===== config.mk =====
export PLATFORM = sky130hd
export DESIGN_NAME = ring_johnson_counter
export DESIGN_NICKNAME = d
export VERILOG_FILES = /design/src/rtl/ring_counter_pkg.sv /design/src/rtl/ring_counter_legal_check.sv /design/src/rtl/ring_johnson_counter.sv
export SDC_FILE = /design/constraint.sdc
export NUM_CORES = 1
export LEC_CHECK = 0
export CAP_MARGIN = 20
export CELL_PAD_IN_SITES_DETAIL_PLACEMENT = 1
export CELL_PAD_IN_SITES_GLOBAL_PLACEMENT = 2
export CORE_MARGIN = 3
export CORE_UTILIZATION = 25
export CTS_CLUSTER_SIZE = 12
export DETAILED_ROUTE_END_ITERATION = 10
export PLACE_DENSITY_LB_ADDON = 0.1
export RECOVER_POWER = 25
export SYNTH_ARGS = -nofsm -noshare
export SYNTH_HDL_FRONTEND = slang
export SYNTH_SLANG_ARGS = --single-unit

===== constraint.sdc =====
create_clock -name clk -period 1.7 [get_ports clk]
set_input_delay 0.34 -clock clk [delete_from_list [all_inputs] [get_ports clk]]
set_output_delay 0.34 -clock clk [all_outputs]
set_load 0.02 [all_outputs]

===== src/rtl/ring_counter_pkg.sv =====
// Shared constants and pattern helpers for the ring/Johnson shift counter.
// Functions work on a 32-bit container and take the active width as an argument,
// so one package serves every WIDTH instance (2..32).
package ring_counter_pkg;

  localparam int unsigned MAX_WIDTH = 32;

  localparam logic MODE_RING    = 1'b0;
  localparam logic MODE_JOHNSON = 1'b1;
  localparam logic DIR_LEFT     = 1'b0;
  localparam logic DIR_RIGHT    = 1'b1;

  typedef logic [MAX_WIDTH-1:0] pattern_t;

  // All-ones mask covering the low `width` bits; 33-bit math keeps width=32 exact.
  function automatic pattern_t width_mask(input int unsigned width);
    logic [MAX_WIDTH:0] m;
    m = (33'd1 << width) - 33'd1;
    return m[MAX_WIDTH-1:0];
  endfunction

  // True for 2^k-1 (including 0 and all-ones): adding one clears every set bit.
  function automatic logic is_low_ones(input pattern_t p);
    logic [MAX_WIDTH:0] p_inc;
    p_inc = {1'b0, p} + 33'd1;
    return (p & p_inc[MAX_WIDTH-1:0]) == '0;
  endfunction

  // Ring: exactly one bit set. Johnson: low-ones mask or its complement (2W states).
  function automatic logic is_legal(input pattern_t pattern, input logic mode,
                                    input int unsigned width);
    pattern_t mask;
    pattern_t p;
    mask = width_mask(width);
    p    = pattern & mask;
    if (mode == MODE_RING) begin
      return (p != '0) && ((p & (p - pattern_t'(1))) == '0);
    end
    return is_low_ones(p) || is_low_ones(~p & mask);
  endfunction

  // Sequence origin: 0..01 for ring, all zeros for Johnson.
  function automatic pattern_t home_pattern(input logic mode, input int unsigned width);
    return (mode == MODE_RING) ? (pattern_t'(1) & width_mask(width)) : '0;
  endfunction

endpackage


===== src/rtl/ring_counter_legal_check.sv =====
// Purely combinational legality and home-pattern decode for one counter value.
// Zero latency; no handshake, output follows pattern_i/mode_i directly.
// Shared by the illegal output and by the step logic of the counter.
module ring_counter_legal_check
  import ring_counter_pkg::*;
#(
  parameter int unsigned WIDTH = 4
) (
  input  logic [WIDTH-1:0] pattern_i,
  input  logic             mode_i,
  output logic             legal_o,
  output logic [WIDTH-1:0] home_o
);

  // Decode legality and home pattern for the currently selected mode.
  always_comb begin
    legal_o = is_legal(pattern_t'(pattern_i), mode_i, WIDTH);
    home_o  = WIDTH'(home_pattern(mode_i, WIDTH));
  end

endmodule


===== src/rtl/ring_johnson_counter.sv =====
// Ring / Johnson shift counter with load, enable, wrap pulse and self-correction.
// One-cycle latency from sampled inputs to out/wrap/fault; illegal is combinational.
// No backpressure: en=0 simply holds the pattern.
module ring_johnson_counter
  import ring_counter_pkg::*;
#(
  parameter int unsigned           WIDTH         = 4,
  parameter logic [WIDTH-1:0]      RESET_PATTERN = {{(WIDTH-1){1'b0}}, 1'b1}
) (
  input  logic             clk,
  input  logic             reset,
  input  logic             en,
  input  logic             load,
  input  logic [WIDTH-1:0] init,
  input  logic             mode,
  input  logic             dir,
  output logic [WIDTH-1:0] out,
  output logic             wrap,
  output logic             illegal,
  output logic             fault
);

  logic [WIDTH-1:0] out_q, out_d;
  logic             wrap_q, wrap_d;
  logic             fault_q, fault_d;
  logic             cur_legal;
  logic [WIDTH-1:0] home;
  logic [WIDTH-1:0] shifted;
  logic             init_legal;

  // Single legality decode of the live value, used for both illegal and correction.
  ring_counter_legal_check #(
    .WIDTH(WIDTH)
  ) u_legal (
    .pattern_i(out_q),
    .mode_i   (mode),
    .legal_o  (cur_legal),
    .home_o   (home)
  );

  // Candidate next pattern for a normal step in the sampled mode and direction.
  always_comb begin
    shifted = out_q;
    case ({mode, dir})
      {MODE_RING,    DIR_LEFT}:  shifted = {out_q[WIDTH-2:0], out_q[WIDTH-1]};
      {MODE_RING,    DIR_RIGHT}: shifted = {out_q[0], out_q[WIDTH-1:1]};
      {MODE_JOHNSON, DIR_LEFT}:  shifted = {out_q[WIDTH-2:0], ~out_q[WIDTH-1]};
      {MODE_JOHNSON, DIR_RIGHT}: shifted = {~out_q[0], out_q[WIDTH-1:1]};
      default:                   shifted = out_q;
    endcase
  end

  // Next-state mux: load beats step; an illegal value is replaced by home instead of shifted.
  always_comb begin
    out_d      = out_q;
    wrap_d     = 1'b0;
    fault_d    = fault_q;
    init_legal = is_legal(pattern_t'(init), mode, WIDTH);
    if (load) begin
      out_d = init;
      if (init_legal) begin
        fault_d = 1'b0;
      end
    end else if (en) begin
      if (!cur_legal) begin
        out_d   = home;
        fault_d = 1'b1;
      end else begin
        out_d  = shifted;
        wrap_d = (shifted == home);
      end
    end
  end

  // State, wrap and sticky fault registers; reset has top priority.
  always_ff @(posedge clk) begin
    if (reset) begin
      out_q   <= RESET_PATTERN;
      wrap_q  <= 1'b0;
      fault_q <= 1'b0;
    end else begin
      out_q   <= out_d;
      wrap_q  <= wrap_d;
      fault_q <= fault_d;
    end
  end

  assign out     = out_q;
  assign wrap    = wrap_q;
  assign fault   = fault_q;
  assign illegal = ~cur_legal;

endmodule


==> metrics.txt, run 1 <==
yosys warns 0; Switching Share 34.8%; Place WS -809 ps; Avg Cell Area, Syn 7.29 sq um; RSZ-0062 raised after global routing yes; Pwr Total 0.597 mW; initial core utilization a little over a quarter; Mapped Area 598 sq um; Clock Sink Count 6; Slew Viols, Final 0; Fin Hold WS 586 ps; Port Buffer Count 16; largest net degree at the start of global routing 9; Rel. slew slack 78.8%; Register Area 125 sq um; period utilization 106%; # rows 17; Peak Freq between 0.5 and 0.6 GHz; Synth Net Count 92; H-tree levels 1; cell taking the most area after synthesis dfxtp_1; DP Wirelength 1490 microns; critical path peak fanout 2; Diodes inserted 0; synth unique cells 35; outcome complete, but fails checks; vias in the first global route around 700; GPL Wtd Cong approximately 0.75; Starting DRT DRC Count 2; TNS Setup -96.4 ps; CTS Buf Count 3; area of the multi-input gates 435 sq um; Hold-fix buffers, CTS 0; #FFs+latches synth 6; clock network fraction of total power 21.8%; Final Net Count ~130; Gate power share 50.4%; die height approximately 55 microns; CP startpoint kind register; Pleak slightly below 0.4 nW; Peak supply drop roughly 0.24 mV; Internal 0.389 mW; initial antenna violation count 0; Detailed Routing Iterations Pass 1 3; first-pass GRT wire length 3040 microns; final design instance area without fill 945 sq um; layout cells sized above 1 between 20 and 30%; Synth area leaders dfxtp_1, o21ai_0, nor2b_1, a21oi_1, a221oi_2; Setup Skew 2.03 ps; Max Buffers Root-to-Sink 2; Worst Path Arrival roughly 1500 ps; Setup crit end kind primary output; Final WS setup -96.4 ps; Vias/cell 4.96; power per cell area 632 nW/um^2; Core Area roughly 2200 sq um; final wirelength 1890 microns; worst-skew pair later-pin latency ~240 ps; Die W 54.9 microns; failing checks negative setup slack; clock transition at the registers of the reported paths about 50 ps; top cell type's share of synthesized area about a fifth; total gr overflow 0; WP data required 1360 ps; Die Area 3020 sq um; cells after synthesis 82; Cells after DPL 138; final critical-path required period roughly 1800 ps; actual slew at the worst max-slew pin ~320 ps; all-layer global routing usage 14.0%; CTS tree built; wire per inst between 10 and 15 microns; Vias 705; Hold Crit Class reg2reg; drt drc 0; Ports 17; Seq/Total Area, Yosys 20.1%; switching power 0.208 mW; CP Class reg2out; Area growth syn-to-layout 57.9%; number of max-cap violations 0; Final Non-Filler Cells 142; register share of total power 27.8%; Cell Area, Placed 900 sq um; Final setup viols 1; Final Hold Viols 0; final antenna-violating net count 0; final core occ 42.3%; fill cell count a little over 300; root buffer cell clkbuf_4
[layer usage]
layer  GRT usage, %  routed length [microns]  vias to the layer above
li1               -                        -                      362
met1           16.0                      864                      328
met2           26.0                      946                       13
met3           1.61                       53                        2
met4           6.07                       28                        0
met5              0                        0                        -
[state kept, by name, summed over array words and instances, names as in the netlist]
| name | count |
|---|---|
| fault | 1 |
| wrap | 1 |
| out | 4 |
[power groups by stage]
stage	Clock [mW]	Sequential, mW	Combinational (mW)
floorplan	0	0.180	0.147
global placement	0	0.170	0.287
detailed placement	0	0.170	0.290
CTS	0.138	0.165	0.296
global route	0.141	0.167	0.331
finish	0.130	0.166	0.301
[critical path, stage by stage, from the launching register on]
cell and delay [ps]:
dfxtp_4 330, or3_4 390, a221oi_4 290, a221oi_4 60, buf_6 150
[kinds of logic (layout without fill, tap and decap cells)]
group                     Yosys count  in the layout  synth area share [%]
muxes                               1              1                  1.88
buffers and inverters              13             45                  11.7
DFF                                 6              6                  20.1
and+or+nand+nor                    28             28                  24.7
xor gates and xnor gates            4              4                  5.86
AOI/OAI and AO/OA                  30             30                  35.8
[timing repair]
item / in CTS / in global routing
gates resized for setup: 14 / 5
cloned: 0 / 0
hold endpoints to repair: 0 / 0
endpoints found under the setup margin: 9 / 3
pin swaps: 2 / 1
setup buffers: 2 / 0
[final timing paths]
| kind | end | slack [ps] | cells after the start | from |
|---|---|---|---|---|
| max | illegal | -100 | 4 | out[0]$_SDFFE_PP1P_ |
| min | fault$_SDFFE_PP0P_ | 590 | 2 | fault$_SDFFE_PP0P_ |
| max reg2reg | fault$_SDFFE_PP0P_ | 120 | 5 | out[0]$_SDFFE_PP1P_ |
| min reg2reg | fault$_SDFFE_PP0P_ | 590 | 2 | fault$_SDFFE_PP0P_ |
[cells in the mapped netlist]
| cell | instances |
|---|---|
| o21ai_0 | 9 |
| nor2_1 | 8 |
| a21oi_1 | 6 |
| dfxtp_1 | 6 |
| inv_1 | 6 |
| nor2b_1 | 6 |
| nand3_1 | 4 |
| nor3_1 | 3 |
| xor2_1 | 3 |
| a221oi_2 | 2 |
| buf_2 | 2 |
| buf_6 | 2 |
| clkbuf_1 | 2 |
| nand2_1 | 2 |
| a21boi_0 | 1 |
| a22o_1 | 1 |
| a2bb2oi_1 | 1 |
| a31o_1 | 1 |
| a32o_1 | 1 |
| and2_1 | 1 |
| and2b_4 | 1 |
| buf_4 | 1 |
| mux2_2 | 1 |
| nor4_1 | 1 |
| nor4b_1 | 1 |
| o211ai_1 | 1 |
| o21a_1 | 1 |
| o21bai_1 | 1 |
| o221a_2 | 1 |
| o221ai_1 | 1 |
| o22ai_1 | 1 |
| o311ai_0 | 1 |
| o31ai_1 | 1 |
| or3_1 | 1 |
| xnor2_1 | 1 |
[placed cells by master (no fill, tap or decap), types with 2 or more instances in the layout]
cell	synthesis	layout
clkdlybuf4s50_1	0	11
buf_4	1	20
nor2b_1	6	6
a21oi_1	6	6
nor2_1	8	8
nand3_1	4	4
nor3_1	3	3
nand2_1	2	2
clkbuf_4	0	3
xor2_1	3	3
o21ai_0	9	9
dlygate4sd2_1	0	2
dfxtp_1	6	4
a221oi_4	0	2
inv_1	6	6
[layout make-up]
| cell class | count | share of cell area [%] |
|---|---|---|
| Inverter | 6 | 2.38 |
| Sequential cell | 6 | 13.2 |
| Multi-Input combinational cell | 63 | 46.1 |
| Clock buffer | 3 | 2.38 |
| Tap cell | 28 | 3.71 |
| Timing Repair Buffer | 36 | 32.2 |
(Power assumes the default switching activity.)
==> inputs of run 2 (changes only) <==
--- a/config.mk
+++ b/config.mk
@@ -8,12 +8,12 @@
 export CAP_MARGIN = 20
 export CELL_PAD_IN_SITES_DETAIL_PLACEMENT = 1
 export CELL_PAD_IN_SITES_GLOBAL_PLACEMENT = 2
-export CORE_MARGIN = 3
 export CORE_UTILIZATION = 25
 export CTS_CLUSTER_SIZE = 12
 export DETAILED_ROUTE_END_ITERATION = 10
 export PLACE_DENSITY_LB_ADDON = 0.1
 export RECOVER_POWER = 25
+export SLEW_MARGIN = 10
 export SYNTH_ARGS = -nofsm -noshare
 export SYNTH_HDL_FRONTEND = slang
 export SYNTH_SLANG_ARGS = --single-unit
==> run 2 against run 1 <==
- the run still ends with negative setup slack left
- clock skew hardly changed
- first-iteration DRC count stayed put
- maximum frequency is 1.0% lower
- global-route usage is 1.7 points higher
- final area is 2.3% higher
- total power is 2.6% higher
- critical path type unchanged
==> metrics.txt, run 2 (synthesis gave the netlist of run 1 again) <==
outcome complete, but fails checks; failing checks negative setup slack; initial core utilization 26.8%; Setup crit end kind primary output; drt drc 0; Max Buffers Root-to-Sink 2; Diodes inserted 0; Peak Freq 0.551 GHz; most frequent cells in the layout buf_4, clkdlybuf4s50_1, nor2_1, o21ai_0; RSZ-0062 raised after global routing yes; critical path peak fanout 5; Core Area 2230 sq um; Internal between 0.3 and 0.4 mW; Pleak 0.406 nW; Final Net Count 129; final design instance area without fill 966 sq um; Largest register FFs 4; Gate power share about half; CP Class reg2out; H-tree levels 1; final antenna-violating net count 0; # rows 17; first-pass GRT wire length 3110 microns; vias in the first global route approximately 750; Place WS -821 ps; final critical-path required period roughly 1800 ps; Vias 736; Die Area 2590 sq um; Rel. slew slack 78.8%; total gr overflow 0; Worst Path Arrival 1470 ps; fill cell count 295; clock transition at the registers of the reported paths 50 ps; Setup Skew 2.07 ps; Detailed Routing Iterations Pass 1 3; Clock Sink Count 6; Area growth syn-to-layout 61.5%; CP startpoint kind register; Vias/cell 5.08; number of max-cap violations 0; Cell Area, Placed ~900 sq um; wire per inst 12.9 microns; power per cell area 635 nW/um^2; commonest non-fill, non-tap cell in the layout buf_4; Port Buffer Count 16; Ports 17; die height 50.9 microns; Final Hold Viols 0; GPL Wtd Cong approximately 0.75; CTS tree built; Peak supply drop 0.219 mV; all-layer global routing usage between 10% and 20%; worst-skew pair later-pin latency 240 ps; Final WS setup -114 ps; Switching Share 34.8%; Hold Crit Class reg2reg; Slew Viols, Final 0; largest net degree at the start of global routing 9; register share of total power 27.2%; DP Wirelength ~1400 microns; Pwr Total 0.613 mW; actual slew at the worst max-slew pin around 310 ps; switching power 0.214 mW; Die W 50.9 microns; clock network fraction of total power 21.5%; Starting DRT DRC Count 2; initial antenna violation count 0; Final setup viols 1; period utilization 107%; final wirelength 1870 microns; layout cells sized above 1 29.9%; CTS Buf Count 3; WP data required 1360 ps; root buffer cell clkbuf_4
## run 2: cell types whose count changed in the layout (fill, tap and decap cells not counted), sizes merged
cell,before,now
buf,21,23
clkbuf,4,5
clkdlybuf4s50,11,10
dlygate4sd2,2,3
## run 2: metal layers
layer	wire [microns]	GRT usage, %	vias up
li1	-	-	368
met1	860	18.2	351
met2	949	27.9	15
met3	41	1.79	2
met4	13	8.33	0
met5	0	0	-
## run 2: power groups by stage
stage	logic [mW]	registers, mW	clock network, mW
6_report	0.314	0.167	0.132
5_1_grt	0.344	0.168	0.152
4_1_cts	0.296	0.166	0.138
3_5_place_dp	0.291	0.169	0
3_3_place_gp	0.289	0.169	0
2_1_floorplan	0.147	0.180	0
## run 2: layout make-up
| cell class | instances | area [sq um] | share of cell area [%] |
|---|---|---|---|
| well taps | 28 | 35.0 | 3.63 |
| flip-flops and latches | 6 | 125 | 13.0 |
| multi-input cells | 63 | 435 | 45.1 |
| clock buffers | 3 | 22.5 | 2.33 |
| inverters | 6 | 22.5 | 2.33 |
| repair buffers | 39 | 325 | 33.7 |
## run 2: final timing paths
| kind | start | endpoint | slack, ps | cells after the start |
|---|---|---|---|---|
| worst max-delay path | out[0]$_SDFFE_PP1P_ | illegal | -110 | 4 |
| worst min-delay path | fault$_SDFFE_PP0P_ | fault$_SDFFE_PP0P_ | 600 | 2 |
| worst max register to register | out[0]$_SDFFE_PP1P_ | fault$_SDFFE_PP0P_ | 30 | 6 |
| worst min register to register | fault$_SDFFE_PP0P_ | fault$_SDFFE_PP0P_ | 600 | 2 |
## run 2: timing repair
action,in CTS,in global routing
buffers inserted,2,2
endpoints found under the hold margin,0,0
resized for setup,14,7
pin swaps,1,2
hold buffers,0,0
endpoints found under the setup margin,10,2
## run 2: through the flow
step                      utilization (%)  setup TNS, ps  std cells  hold slack, ps
final                                43.2           -114        145             596
after global routing                 43.2           -181        145             645
after CTS                            42.0           -126        143             598
after detailed placement             40.3          -2750        138             583
after global placement               40.3          -2520        138             586
after floorplan                         -              0         82             535
## run 2: critical path, cell delays in order (launching register included)
cell,delay (ps)
dfxtp_4,350
or3_4,370
a221oi_4,300
a221oi_4,60
buf_6,150
==> inputs of run 3 (changes only) <==
--- a/config.mk
+++ b/config.mk
@@ -8,7 +8,9 @@
 export CAP_MARGIN = 20
 export CELL_PAD_IN_SITES_DETAIL_PLACEMENT = 1
 export CELL_PAD_IN_SITES_GLOBAL_PLACEMENT = 2
+export CORE_MARGIN = 1.5
 export CORE_UTILIZATION = 25
+export CTS_CLUSTER_DIAMETER = 60
 export CTS_CLUSTER_SIZE = 12
 export DETAILED_ROUTE_END_ITERATION = 10
 export PLACE_DENSITY_LB_ADDON = 0.1
==> run 3 against run 2 <==
- sequential share of layout area is 0.57 points higher
- clock power about the same
- critical path type unchanged
- final area fell by 5.2%
- highest routed layer unchanged
- first-iteration DRC count rose to 3.5 times the previous value
- die area is 4.0% higher
- flip-flop and latch count stayed put
- the flow still finishes with violations (negative setup slack)
==> metrics.txt, run 3 (synthesis gave the netlist of run 1 again) <==
outcome complete, but fails checks; failing checks negative setup slack; layout cells sized above 1 25.2%; H-tree levels 1; slowest cell on the critical path or3_4; Place WS -811 ps; Die Area 2690 sq um; slowest stage delay, CP 370 ps; commonest non-fill, non-tap cell in the layout buf_4; FF-to-FF setup slack 120 ps; WP buf/inv 1; Worst R2R Path Depth 5; min-delay src fault$_SDFFE_PP0P_; total gr overflow 0; root buffer cell clkbuf_4; Setup Skew ~1.7 ps; final wirelength between 1500 and 2000 microns; Cell Area, Placed 870 sq um; final critical-path required period 1790 ps; cell family with most CP delay simple AND/OR/NAND/NOR gates; CTS tree built; Final Hold Viols 0; Final setup viols 1; Clock Sink Count 6; GPL Wtd Cong 0.725; drt drc 0; CTS Buf Count 3; vias in the first global route 669; Pleak 0.381 nW; initial antenna violation count 0; first-pass GRT wire length 3110 microns; period utilization 105%; Diodes inserted 0; reg2reg start out[0]$_SDFFE_PP1P_; Register Area 124 sq um; Hold Crit Class reg2reg; Rel. slew slack slightly below 80%; initial core utilization 26.8%; Starting DRT DRC Count 7; WP data required 1360 ps; CP startpoint kind register; critical path peak fanout 5; Worst Hold Path Cells 2; final antenna-violating net count 0; Peak Freq 0.559 GHz; Cells after DPL roughly 130; RSZ-0062 raised after global routing yes; number of max-cap violations 0; Peak supply drop between 0.3 and 0.4 mV; CP dominant cell by count a221oi_4; Vias/cell 4.99; Die W just over 50 microns; Ports 17; actual slew at the worst max-slew pin between 300 and 400 ps; final core occ between 40% and 50%; Vias 694; WHS Endpoint fault$_SDFFE_PP0P_; cell breakdown of the critical path or3_4 -> a221oi_4 -> a221oi_4 -> buf_6; area of the multi-input gates roughly 440 sq um; largest net degree at the start of global routing 10; worst-skew pair later-pin latency around 240 ps; wire per inst approximately 13 microns; final design instance area without fill 916 sq um; Fin Hold WS 641 ps; worst flop-to-flop path endpoint fault$_SDFFE_PP0P_; fill cell count 285; Largest register FFs 4; Core Area 2230 sq um; Setup crit end kind primary output; die height 51.9 microns; Final Net Count 123; Slew Viols, Final 0; most frequent cells in the layout buf_4, clkdlybuf4s50_1, o21ai_0; Worst Path Arrival 1450 ps; Hold-fix buffers, CTS 0; Max Buffers Root-to-Sink 2; CP Class reg2out; DP Wirelength around 1500 microns; Port Buffer Count 16; clock transition at the registers of the reported paths 40 ps; power per cell area between 600 and 700 nW/um^2; all-layer global routing usage 15.7%; # rows 17; Final Non-Filler Cells 139; Final WS setup -87.5 ps; Area growth syn-to-layout 53.1%; Detailed Routing Iterations Pass 1 4
[run 3: how the worst max path moves through the flow]
stage                          to  cells past startpoint                start  slack, ps
after floorplan           illegal                      4  out[2]$_SDFFE_PP0P_         70
after global placement    illegal                      5                 mode       -780
after detailed placement  illegal                      5                 mode       -810
after CTS                 illegal                      4  out[0]$_SDFFE_PP1P_       -100
after global routing      illegal                      4  out[0]$_SDFFE_PP1P_       -160
final                     illegal                      4  out[0]$_SDFFE_PP1P_        -90
[run 3: routing by layer]
layer	part of all wire [%]	vias up	GRT usage (%)
met1	45	320	20.8
li1	-	354	-
met5	0	-	0
met4	0.44	0	3.95
met2	51	18	27.0
met3	2.9	2	1.72
[run 3: final cells by class]
cell class / count / share of cell area (%)
inverters: 6 / 2.46
clock buffers: 3 / 2.46
multi-input cells: 63 / 47.5
well taps: 28 / 3.83
flip-flops and latches: 6 / 13.5
repair buffers: 33 / 30.2
[run 3: tightest hold or removal path: cells and delay by family (launching register included)]
family | cells | cell delay, ps
AO/OA/AOI/OAI | 1 | 140
flip-flops | 1 | 320
AND/OR/NAND/NOR | 1 | 140
[run 3: what timing repair did]
action	4_1_cts	5_1_grt
gates resized for setup	18	1
pin swaps	2	0
setup endpoints to repair	9	2
setup buffers	2	0
[run 3: per-stage QoR]
stage	total power [mW]	setup TNS [ps]
after floorplan	0.327	0
after global placement	0.449	-2550
after detailed placement	0.451	-2710
after CTS	0.601	-101
after global routing	0.633	-155
final	0.589	-87.5
[run 3: power by group]
part / leakage, nW / internal [mW] / switching (mW)
registers: 0.0496 / 0.154 / 0.0121
clock network: 0.0138 / 0.0798 / 0.0504
logic: 0.318 / 0.149 / 0.143
==> edit 1: new RTL, settings of run 1 <==
`WIDTH` is set to 4 in 2 places; all go to 3.
--- a/src/rtl/ring_counter_legal_check.sv
+++ b/src/rtl/ring_counter_legal_check.sv
@@ -5,5 +5,5 @@
   import ring_counter_pkg::*;
 #(
-  parameter int unsigned WIDTH = 4
+  parameter int unsigned WIDTH = 3
 ) (
   input  logic [WIDTH-1:0] pattern_i,
--- a/src/rtl/ring_johnson_counter.sv
+++ b/src/rtl/ring_johnson_counter.sv
@@ -5,5 +5,5 @@
   import ring_counter_pkg::*;
 #(
-  parameter int unsigned           WIDTH         = 4,
+  parameter int unsigned           WIDTH         = 3,
   parameter logic [WIDTH-1:0]      RESET_PATTERN = {{(WIDTH-1){1'b0}}, 1'b1}
 ) (
Ports: changed (resized init and out); port bits go from 17 to 15. The function was not compared with the original's and may differ.
==> edit 1 against run 1 <==
Maximum frequency increased by 13%; setup slack improved by 0.20 ns; clock skew increased by 0.00079 ns; cell area decreased by 30%; critical path type unchanged; final cell count decreased by 32%; synthesized area decreased by 33%; sequential cell count decreased by 1; combinational power decreased by 45%; total power decreased by 26%; clock power increased by 10%; via count decreased by 33%; wire length decreased by 32%.
==> edit 1: results (changes against run 1) <==
{| class="wikitable"
! Metric !! Value
|-
| Total number of vias || 475 (-33%)
|-
| Worst reg-to-reg setup slack || 0.23 ns (+0.11 ns)
|-
| Maximum ir drop on the vdd rail || 0.377 mV (+54%)
|-
| Critical-path top delay cell || sky130_fd_sc_hd__dfxtp_1
|-
| Number of global-route vias before repair || 516 (-26%)
|-
| Power of the sequential group || 0.000133 W (-20%)
|-
| Switching component of the power || 0.000139 W (-33%)
|-
| Met1 Track Usage GR || 0.184 (+0.0238)
|-
| F_max || 627 MHz (+13%)
|-
| Crit path max fanout || 5 (+3)
|-
| Met2 global-route usage || 0.234 (-0.0263)
|-
| Static power due to leakage || 0.300 nW (-23%)
|-
| Post-Synthesis Net Count || 62 (-33%)
|-
| Data arrival time of the worst path || 1.26 ns (-0.20 ns)
|-
| Final wirelength || 1.29 mm (-32%)
|-
| Run status || completed
|-
| Met3 track demand over resource in global routing || 0.0593 (+0.0432)
|-
| Half-perimeter wire length of the detailed placement result || 1.03 mm (-31%)
|-
| Area fraction in compound gates after synthesis || 0.368 (+0.0102)
|-
| Drt initial violations || 6 (+4)
|-
| Final layout net count || 92 (-27%)
|-
| Final-layout fill cell count || 180 (-40%)
|-
| All-layer global routing usage || 0.152 (+0.0114)
|-
| Multiplexer fraction of the synthesized cell area || 0.0252 (+0.00633)
|-
| Wire length of the first global-routing pass || 2.20 mm (-28%)
|-
| Transition at the pin with the smallest max-transition slack || 0.370 ns (+0.0541 ns)
|}
==> edit 1: metrics by stage <==
step | util | std cells | total power [W] | area (µm²)
floorplan | - | 53 | 0.000211 | 398
global placement | 0.454 | 92 | 0.000301 | 636
detailed placement | 0.454 | 92 | 0.000301 | 636
CTS | 0.476 | 97 | 0.000456 | 666
global route | 0.476 | 97 | 0.000477 | 666
finish | 0.476 | 97 | 0.000442 | 666
==> edit 1: timing repair <==
item                                    CTS  global route
buffers inserted                          1             0
endpoints found under the setup margin    4             0
resized for setup                        10             0
hold buffers                              0             0
==> edit 1: final cells by class <==
| type | instances | area (µm²) | share of cell area |
|---|---|---|---|
| repair buffers | 29 | 245 | 0.368 |
| inverters | 6 | 22.5 | 0.0338 |
| clock buffers | 4 | 26.3 | 0.0395 |
| well taps | 15 | 18.8 | 0.0282 |
| multi-input cells | 38 | 253 | 0.380 |
| flip-flops and latches | 5 | 100 | 0.150 |
==> edit 2: new RTL, config.mk and constraints of run 1 <==
Made on the original files. Put a register stage on the output `illegal`, cleared by the reset. The value now appears one clock later. The other outputs are not delayed to match. Comments in the files are not updated.
--- a/src/rtl/ring_johnson_counter.sv
+++ b/src/rtl/ring_johnson_counter.sv
@@ -89,5 +89,11 @@
   assign wrap    = wrap_q;
   assign fault   = fault_q;
-  assign illegal = ~cur_legal;
+  always_ff @(posedge clk) begin
+    if (reset) begin
+      illegal <= '0;
+    end else begin
+      illegal <= ~cur_legal;
+    end
+  end
 
 endmodule
Formal check against the unedited RTL: not equivalent (Yosys sat finds a counterexample within 4 cycles, from zero or initial values and one cycle with reset high).
==> edit 2 against run 1 <==
Sequential cell count grew 1; largest power group unchanged; wire length shrank 4.9%; global-route usage grew 0.59 points; synthesized area shrank 2.7%; cell area shrank 8.5%; combinational power shrank 27%; total power shrank 5.4%; register-to-register slack gained 0.11 ns; maximum frequency grew 9.5%; final cell count shrank 7.7%; setup slack gained 0.16 ns.
==> edit 2: results (changes against run 1) <==
{| class="wikitable"
! Metric !! Value
|-
| Run status || completed
|-
| Post-Synthesis Net Count || 86 (-6.5%)
|-
| Final-layout fill cell count || 270 (-11%)
|-
| Routability congestion estimate || 0.784 (+4.2%)
|-
| Final layout net count || 115 (-8.7%)
|-
| Fin crit share || 0.965 (-0.0916)
|-
| DR pass1 iterations || 2 (-1)
|-
| Port bufs || 16 (unchanged)
|-
| Half-perimeter wire length of the detailed placement result || 1.47 mm (-1.3%)
|-
| Final wirelength || 1.80 mm (-4.9%)
|-
| CP delay by family, top || buffers and inverters
|-
| Startpoint of the most critical register-to-register path || out[2]$_SDFFE_PP0P_
|-
| Switching component of the power || 0.000186 W (-11%)
|-
| Largest net degree at the start of global routing || 10 (+1)
|-
| Largest incremental delay on the critical path || 0.64 ns (+0.25 ns)
|-
| Post-synthesis sequential area ratio || 0.241 (+0.0400)
|-
| Critical-path top delay cell || sky130_fd_sc_hd__clkdlybuf4s50_1
|-
| Routed met1 length || 854 µm (-1.2%)
|-
| Maximum clock skew at final layout || 0.00304 ns (+0.00100 ns)
|-
| Cell Count Post-Placement || 125 (-9.4%)
|-
| Dpl ws || -0.193 ns (+0.617 ns)
|-
| Timing endpoint of the critical path || out[3]
|-
| Maximum ir drop on the vdd rail || 0.283 mV (+16%)
|-
| Drt initial violations || 3 (+1)
|-
| Routed wirelength normalized by instance count || 13.7 µm (+3.1%)
|-
| Met3 wire len || 55 µm (+3.8%)
|-
| Syn. warnings || 0 (unchanged)
|-
| Worst reg-to-reg setup slack || 0.23 ns (+0.11 ns)
|-
| Detailed route wirelength on metal2 || 875 µm (-7.5%)
|-
| Synth cell types || 37 (+5.7%)
|-
| Logic depth of the worst register-to-register path || 6 (+1)
|-
| Crit path max fanout || 4 (+2)
|-
| Commonest cells in the synthesized netlist || sky130_fd_sc_hd__a21oi_1 (7), sky130_fd_sc_hd__dfxtp_1 (7), sky130_fd_sc_hd__nor2_1 (7), sky130_fd_sc_hd__o21ai_0 (7)
|-
| Terminus of the critical flop-to-flop path || wrap$_SDFF_PP0_
|-
| Number of global-route vias before repair || 674 (-3.0%)
|-
| Beginning of the critical path || out[3]$_SDFFE_PP0P_
|-
| Fraction of layout instances using a drive strength above 1 || 0.269 (-0.0202)
|-
| Largest cells by area after synthesis || sky130_fd_sc_hd__dfxtp_1 (24%), sky130_fd_sc_hd__mux2i_1 (6.9%), sky130_fd_sc_hd__a21oi_1 (6.0%), sky130_fd_sc_hd__o21ai_0 (6.0%), sky130_fd_sc_hd__nor2_1 (4.5%)
|-
| Relative slew slack || 0.785 (-0.00325)
|}
==> edit 2: worst reg2reg max path, stage by stage (launching register included) <==
cell	delay [ns]
sky130_fd_sc_hd__dfxtp_1	0.31
sky130_fd_sc_hd__buf_4	0.17
sky130_fd_sc_hd__nor2_2	0.12
sky130_fd_sc_hd__o21ai_0	0.12
sky130_fd_sc_hd__a31oi_2	0.31
sky130_fd_sc_hd__nand3_2	0.17
sky130_fd_sc_hd__nor3_2	0.19
==> edit 2: worst min path at each step <==
stage	cells after the start	start	to	slack, ns
global placement	3	fault$_SDFFE_PP0P_	fault$_SDFFE_PP0P_	0.60
CTS	3	fault$_SDFFE_PP0P_	fault$_SDFFE_PP0P_	0.59
floorplan	1	reset	illegal$_SDFF_PP0_	0.41
detailed placement	3	fault$_SDFFE_PP0P_	fault$_SDFFE_PP0P_	0.59
finish	3	fault$_SDFFE_PP0P_	fault$_SDFFE_PP0P_	0.58
global route	3	fault$_SDFFE_PP0P_	fault$_SDFFE_PP0P_	0.61
==> edit 2: repair_timing <==
action,CTS,global route
setup buffers,0,2
cloned,0,0
gates resized for setup,2,3
setup endpoints to repair,2,6
pin swaps,0,1
==> edit 2: per-stage QoR <==
stage	total power, W	utilization	setup TNS [ns]	hold slack [ns]	instance area [µm²]
finish	0.000565	0.415	0	0.577	865
floorplan	0.000310	-	0	0.412	582
detailed placement	0.000411	0.397	-0.935	0.586	827
global placement	0.000408	0.397	-0.796	0.598	827
CTS	0.000567	0.411	0	0.592	856
global route	0.000613	0.415	-0.00720	0.610	865
==> edit 2: metal layers <==
layer	track usage	up-vias
li1	-	328
met5	0	-
met4	0.0871	0
met2	0.243	14
met3	0.00817	2
met1	0.185	299
==> edit 2: power by group through the flow <==
stage	logic, W	clock network, W	registers [W]
3_5_place_dp	0.000213	0	0.000198
5_1_grt	0.000243	0.000173	0.000197
2_1_floorplan	0.000108	0	0.000202
3_3_place_gp	0.000211	0	0.000198
6_report	0.000220	0.000150	0.000195
4_1_cts	0.000214	0.000158	0.000196
==> edit 2: kinds of logic (layout without fill, tap and decap cells) <==
logic type | after synthesis | in the layout | share of synthesized area
muxes | 4 | 4 | 0.0688
AOI/OAI and AO/OA | 25 | 25 | 0.284
DFF | 7 | 7 | 0.241
xor gates and xnor gates | 4 | 4 | 0.0731
buffers and inverters | 12 | 40 | 0.105
and+or+nand+nor | 24 | 24 | 0.228
==> edit 2: final cells by class <==
cell class | instances | share of cell area
Sequential cell | 7 | 0.165
Clock buffer | 4 | 0.0304
Tap cell | 27 | 0.0391
Inverter | 6 | 0.0260
Timing Repair Buffer | 30 | 0.292
Multi-Input combinational cell | 57 | 0.447
